File: config.mk
export PLATFORM = sky130hd
export DESIGN_NAME = tx_gear_sc
export DESIGN_NICKNAME = d
export VERILOG_FILES = /design/src/rtl/tx_gear_sc_pkg.sv /design/src/rtl/tx_gear_fifo.sv /design/src/rtl/tx_gear_sc.sv
export SDC_FILE = /design/constraint.sdc
export NUM_CORES = 1
export LEC_CHECK = 0
export CAP_MARGIN = 20
export CORE_UTILIZATION = 57
export CTS_CLUSTER_DIAMETER = 100
export CTS_CLUSTER_SIZE = 10
export DETAILED_ROUTE_END_ITERATION = 8
export GPL_TIMING_DRIVEN = 0
export PLACE_DENSITY = 0.76
export SYNTH_ARGS = -nofsm -noshare
export SYNTH_HDL_FRONTEND = slang
export SYNTH_HIERARCHICAL = 1
export SYNTH_SLANG_ARGS = --single-unit
File: constraint.sdc
create_clock -name clk_250 -period 3.4 [get_ports clk_250]
set_input_delay 0.68 -clock clk_250 [delete_from_list [all_inputs] [get_ports clk_250]]
set_output_delay 0.68 -clock clk_250 [all_outputs]
set_load 0.02 [all_outputs]
File: src/rtl/tx_gear_sc_pkg.sv
// Shared definitions for the Tx gearbox: lane width default, idle symbol and
// the state encoding used by the top-level sequencer.
package tx_gear_sc_pkg;

    localparam int unsigned GWIDTH_DEFAULT = 14;

    // Lane word driven whenever the gearbox is not streaming; bit 1 is TxElecIdle.
    localparam logic [GWIDTH_DEFAULT-1:0] IDLE_WORD_DEFAULT = 14'h0002;

    typedef enum logic [1:0] {
        ST_IDLE = 2'b00,
        ST_FILL = 2'b01,
        ST_RUN  = 2'b10
    } gear_state_e;

endpackage

File: src/rtl/tx_gear_fifo.sv
// Small register-file FIFO holding full 2*GWIDTH words for the Tx gearbox.
// The head entry is readable combinationally so a word can be split onto the
// lane in the same cycle it is popped. A flush empties the FIFO in one cycle.
module tx_gear_fifo #(
    parameter int DW    = 28,
    parameter int DEPTH = 4
) (
    input  logic                       clk_250,
    input  logic                       rst_n,
    input  logic                       flush,
    input  logic                       push,
    input  logic                       pop,
    input  logic [DW-1:0]              wr_data,
    output logic [DW-1:0]              rd_data,
    output logic [$clog2(DEPTH):0]     count,
    output logic                       full,
    output logic                       empty
);

    localparam int AW = $clog2(DEPTH);
    localparam logic [AW:0] FULL_CNT = (AW+1)'(DEPTH);

    logic [AW-1:0] wr_ptr_reg;
    logic [AW-1:0] rd_ptr_reg;
    logic [AW:0]   count_reg;
    logic [DW-1:0] entries [DEPTH];
    logic          push_ok;
    logic          pop_ok;

    assign full    = (count_reg == FULL_CNT);
    assign empty   = (count_reg == '0);
    assign push_ok = push && !full;
    assign pop_ok  = pop && !empty;
    assign count   = count_reg;
    assign rd_data = entries[rd_ptr_reg];

    // One storage register per entry, written when the write pointer selects it
    for (genvar gi = 0; gi < DEPTH; gi++) begin : g_entry
        logic [DW-1:0] entry_reg;

        // Capture the incoming word into this slot
        always_ff @(posedge clk_250) begin
            if (push_ok && (wr_ptr_reg == AW'(gi))) begin
                entry_reg <= wr_data;
            end
        end

        assign entries[gi] = entry_reg;
    end

    // Pointer and occupancy bookkeeping; pointers wrap naturally at DEPTH
    always_ff @(posedge clk_250) begin
        if (!rst_n || flush) begin
            wr_ptr_reg <= '0;
            rd_ptr_reg <= '0;
            count_reg  <= '0;
        end else begin
            if (push_ok) begin
                wr_ptr_reg <= wr_ptr_reg + AW'(1);
            end
            if (pop_ok) begin
                rd_ptr_reg <= rd_ptr_reg + AW'(1);
            end
            case ({push_ok, pop_ok})
                2'b10:   count_reg <= count_reg + (AW+1)'(1);
                2'b01:   count_reg <= count_reg - (AW+1)'(1);
                default: count_reg <= count_reg;
            endcase
        end
    end

endmodule

File: src/rtl/tx_gear_sc.sv
// Tx gearbox: accepts 2*GWIDTH-bit words at half rate and serialises each one
// as two GWIDTH-bit lane symbols (high half first). Streaming starts only once
// FILL_LVL words are buffered, and only whole words are ever put on the lane.
module tx_gear_sc
    import tx_gear_sc_pkg::*;
#(
    parameter int                GWIDTH    = GWIDTH_DEFAULT,
    parameter int                DEPTH     = 4,
    parameter int                FILL_LVL  = 2,
    parameter logic [GWIDTH-1:0] IDLE_WORD = IDLE_WORD_DEFAULT
) (
    input  logic                clk_250,
    input  logic                rst_n,
    input  logic                drate_enable,
    input  logic                in_valid,
    output logic                in_ready,
    input  logic [2*GWIDTH-1:0] data_in,
    output logic [GWIDTH-1:0]   data_out,
    output logic                out_active,
    output logic                underflow
);

    localparam int AW = $clog2(DEPTH);
    localparam logic [AW:0] FILL_CNT = (AW+1)'(FILL_LVL);

    logic                drate_meta_reg;
    logic                drate_s_reg;
    gear_state_e         state_reg;
    logic                phase_reg;
    logic [GWIDTH-1:0]   data_out_reg;
    logic [GWIDTH-1:0]   lane_lo_reg;
    logic                out_active_reg;
    logic                underflow_reg;

    logic                fifo_push;
    logic                fifo_pop;
    logic                fifo_full;
    logic                fifo_empty;
    logic [2*GWIDTH-1:0] fifo_head;
    logic [AW:0]         fifo_count;

    // Bring the asynchronous gear enable into the lane clock domain
    always_ff @(posedge clk_250) begin
        if (!rst_n) begin
            drate_meta_reg <= 1'b0;
            drate_s_reg    <= 1'b0;
        end else begin
            drate_meta_reg <= drate_enable;
            drate_s_reg    <= drate_meta_reg;
        end
    end

    // A full FIFO refuses data even if a pop happens in the same cycle
    assign in_ready  = (state_reg != ST_IDLE) && !fifo_full;
    assign fifo_push = in_valid && in_ready;
    assign fifo_pop  = drate_s_reg && (state_reg == ST_RUN) && !phase_reg && !fifo_empty;

    tx_gear_fifo #(
        .DW    (2*GWIDTH),
        .DEPTH (DEPTH)
    ) u_fifo (
        .clk_250 (clk_250),
        .rst_n   (rst_n),
        .flush   (!drate_s_reg),
        .push    (fifo_push),
        .pop     (fifo_pop),
        .wr_data (data_in),
        .rd_data (fifo_head),
        .count   (fifo_count),
        .full    (fifo_full),
        .empty   (fifo_empty)
    );

    // Sequencer, phase flop and lane output register
    always_ff @(posedge clk_250) begin
        if (!rst_n) begin
            state_reg      <= ST_IDLE;
            phase_reg      <= 1'b0;
            data_out_reg   <= IDLE_WORD;
            lane_lo_reg    <= '0;
            out_active_reg <= 1'b0;
            underflow_reg  <= 1'b0;
        end else begin
            underflow_reg <= 1'b0;
            if (!drate_s_reg) begin
                // Gear disabled: drop everything, including a pending low half
                state_reg      <= ST_IDLE;
                phase_reg      <= 1'b0;
                data_out_reg   <= IDLE_WORD;
                out_active_reg <= 1'b0;
            end else begin
                case (state_reg)
                    ST_IDLE: begin
                        state_reg      <= ST_FILL;
                        phase_reg      <= 1'b0;
                        data_out_reg   <= IDLE_WORD;
                        out_active_reg <= 1'b0;
                    end
                    ST_FILL: begin
                        phase_reg      <= 1'b0;
                        data_out_reg   <= IDLE_WORD;
                        out_active_reg <= 1'b0;
                        if (fifo_count >= FILL_CNT) begin
                            state_reg <= ST_RUN;
                        end
                    end
                    ST_RUN: begin
                        if (phase_reg) begin
                            data_out_reg   <= lane_lo_reg;
                            out_active_reg <= 1'b1;
                            phase_reg      <= 1'b0;
                        end else if (!fifo_empty) begin
                            data_out_reg   <= fifo_head[2*GWIDTH-1:GWIDTH];
                            lane_lo_reg    <= fifo_head[GWIDTH-1:0];
                            out_active_reg <= 1'b1;
                            phase_reg      <= 1'b1;
                        end else begin
                            // Starved at a word boundary: go back to refilling
                            data_out_reg   <= IDLE_WORD;
                            out_active_reg <= 1'b0;
                            underflow_reg  <= 1'b1;
                            state_reg      <= ST_FILL;
                            phase_reg      <= 1'b0;
                        end
                    end
                    default: begin
                        state_reg      <= ST_IDLE;
                        phase_reg      <= 1'b0;
                        data_out_reg   <= IDLE_WORD;
                        out_active_reg <= 1'b0;
                    end
                endcase
            end
        end
    end

    assign data_out   = data_out_reg;
    assign out_active = out_active_reg;
    assign underflow  = underflow_reg;

endmodule

==> metrics.txt <==
reg2reg setup slack 0.36 ns; Cell Count, Final, Fillers Out 535; # clock sinks 154; worst skew pair latency 0.53 ns; setup TNS 0 ns; Max VDD drop 0.353 mV; post-synthesis register bit count 154; first-pass GRT wire length 15.9 mm; Worst Skew 0.0115 ns; hold path start drate_meta_reg; max reg flops 112; Worst Reg-to-Reg Cells 12; Fin. Hold Viols 0; critical path required time 3.85 ns; worst hold margin 0.435 ns; Tcrit/Tclk final 89.3%; fraction of layout cells with a size suffix above 1 19.2%; max_cap viols 0; Setup crit end u_fifo/count[2]; startpoint types register; Routed Antenna Nets 0; Slew headroom 44.5%; Leakage 2.28 nW; Starting Density 58.7%; largest family of logic cells by synthesized area multiplexers; synth warn 6; Reg2Reg Launch Point u_fifo/count[1]; mux share of post-synthesis cell area 13.4%; area leader, netlist edfxtp_1; GRT Util Overall 22.0%; drt wl/cell 19.0 um; RSZ-0062 raised after global routing no; Worst-Margin Slew 0.832 ns; Most used DFF post-synth edfxtp_1; synth-to-layout area growth 21.3%; EDFF count, synth 112; CTS tree built; Post-Synth Simple-Gate Area 5.69%; Post-Syn Area per Cell 17.8 um2; Syn Nets 360; status finished clean; Adder-Cell Fraction of Synth Area 1.44%; Seq/Total Area, Yosys 73.2%; First-pass DRT Iterations 5; synthesized cell area 0.00574 mm2; async set-reset flop share out of synthesis 0%; hold_buf cts 0; I/O Buffers 48; DIE WIDTH 102 um; Max Freq 0.329 GHz; most frequent cell after synthesis edfxtp_1; Synth top area share 58.6%; CTS Root Cell clkbuf_8; post-DR vias/cell 5.57; DIE AREA 0.0105 mm2; GRT overflow 0; DR vias 2,980; Final Net Count 427; Final min period 3.04 ns; Post-CTS Setup Repair Bufs 0; clock buffer depth 2; Routed WL 10.2 mm; Worst EP arrival 3.49 ns; 1st-iter DRT viols 126; post_cts resized 0; FP Rows 36; Inserted Diodes 0; Cell variety after synth 34; Setup CP Type reg2reg; largest net degree at the start of global routing 29; Gate Count Post-Synth 322; routability cong. 0.704; vias in the first global route 3,064; H-tree levels 4; Pwr per Cell Area 559 mW/mm2; synth cell count leaders 112 x edfxtp_1, 42 x dfxtp_1, 30 x nand2_1; Hold Path Class reg2reg; Placed Instances 503; DP HPWL 5.91 mm; FF-to-FF End u_fifo/count[2]; Synth Area in Compound Gates 3.44%; top post-synthesis cells by area edfxtp_1 59%, dfxtp_1 15%, mux4_2 11%, mux2i_1 2.4%, a22o_1 2.0%; crit path max fanout 11; CP Capture Type register; clk slew on worst S/H paths 0.07 ns; # setup viols final 0; pre-CTS setup slack 0.403 ns; cts bufs inserted 17; PnR worst setup slack 0.363 ns; IO Count 49; CP startpoint u_fifo/count[1]; Die Y 102 um; Layout Utilization 71.2%; Slew Limit Fails 0; drt drc 0; initial antenna violation count 0; Synth Area in XOR/XNOR 0.458%; core area 0.00977 mm2
-- per-stage QoR --
step / instance area (um2) / total power (W)
5_1_grt: 6960 / 0.00400
2_1_floorplan: 5740 / 0.00208
3_5_place_dp: 6390 / 0.00213
6_report: 6960 / 0.00389
3_3_place_gp: 6390 / 0.00213
4_1_cts: 6960 / 0.00391
-- how the worst min path moves through the flow --
stage / endpoint / slack (ns) / depth (start not counted)
after global routing: drate_s_reg / 0.46 / 1
after global placement: drate_s_reg / 0.43 / 1
after CTS: drate_s_reg / 0.44 / 1
after floorplan: drate_s_reg / 0.41 / 1
final: drate_s_reg / 0.43 / 1
after detailed placement: drate_s_reg / 0.42 / 1
-- critical path, cell delays in order (launching register included) --
cell     delay (ns)
dfxtp_1        0.47
nor3_1         0.16
nor2_1         0.12
nor4b_4        0.53
buf_6          0.28
o31ai_1        0.13
inv_1          0.07
ha_1           0.18
inv_1          0.06
fa_1           0.37
xor2_1         0.15
or3_1          0.30
a21oi_1        0.13
-- cell usage in the layout, fill, tap and decap left out, drive strengths merged --
cell type,Yosys,final
nor4b,1,1
clkbuf,7,24
buf,8,8
edfxtp,112,112
o211ai,1,1
clkdlybuf4s50,0,48
nand2b,2,2
or4,1,1
a21oi,6,6
o21ai,3,3
or3,4,4
nand2,30,30
o31ai,2,2
nand4b,1,1
and4b,1,1
ha,5,5
xor2,3,3
and2,9,9
clkinv,0,5
nor3,2,2
nor2,9,9
a22oi,1,1
a21o,1,1
a22o,13,13
fa,1,1
bufinv,0,1
dfxtp,42,42
nor3b,1,1
nand3b,1,1
mux4,28,28
mux2i,14,14
inv,13,22
-- cells by family after synthesis --
kind of cell / Yosys count
buf+inv: 28
fa+ha+maj: 6
compound gates: 27
xor+xnor: 3
flops: 154
simple gates: 62
mux: 42
-- where the power goes --
part	leakage (nW)	total (W)	switching [W]	internal, W
sequential	1.35	0.00202	0.00000208	0.00202
clock	0.283	0.00180	0.000797	0.00100
combinational	0.652	0.0000735	0.0000339	0.0000396
total	2.28	0.00389	0.000833	0.00306
-- layer usage --
layer	up-vias	global-route usage (%)	part of all wire, %	wire length (um)
met1	1509	26.9	43	4340
met5	-	0	0	0
met3	20	6.16	3.5	357
met2	84	36.8	52	5270
li1	1367	-	-	-
met4	0	10.0	2.2	226
-- final cells by class --
cell class | count | area (um2)
plain buffers | 15 | 83.8
clock buffers | 17 | 414
clock inverters | 15 | 156
fillers | 606 | 2810
inverters | 13 | 48.8
multi-input cells | 140 | 1410
flip-flops and latches | 154 | 4200
well taps | 133 | 166
repair buffers | 48 | 480
(Power assumes the default switching activity.)
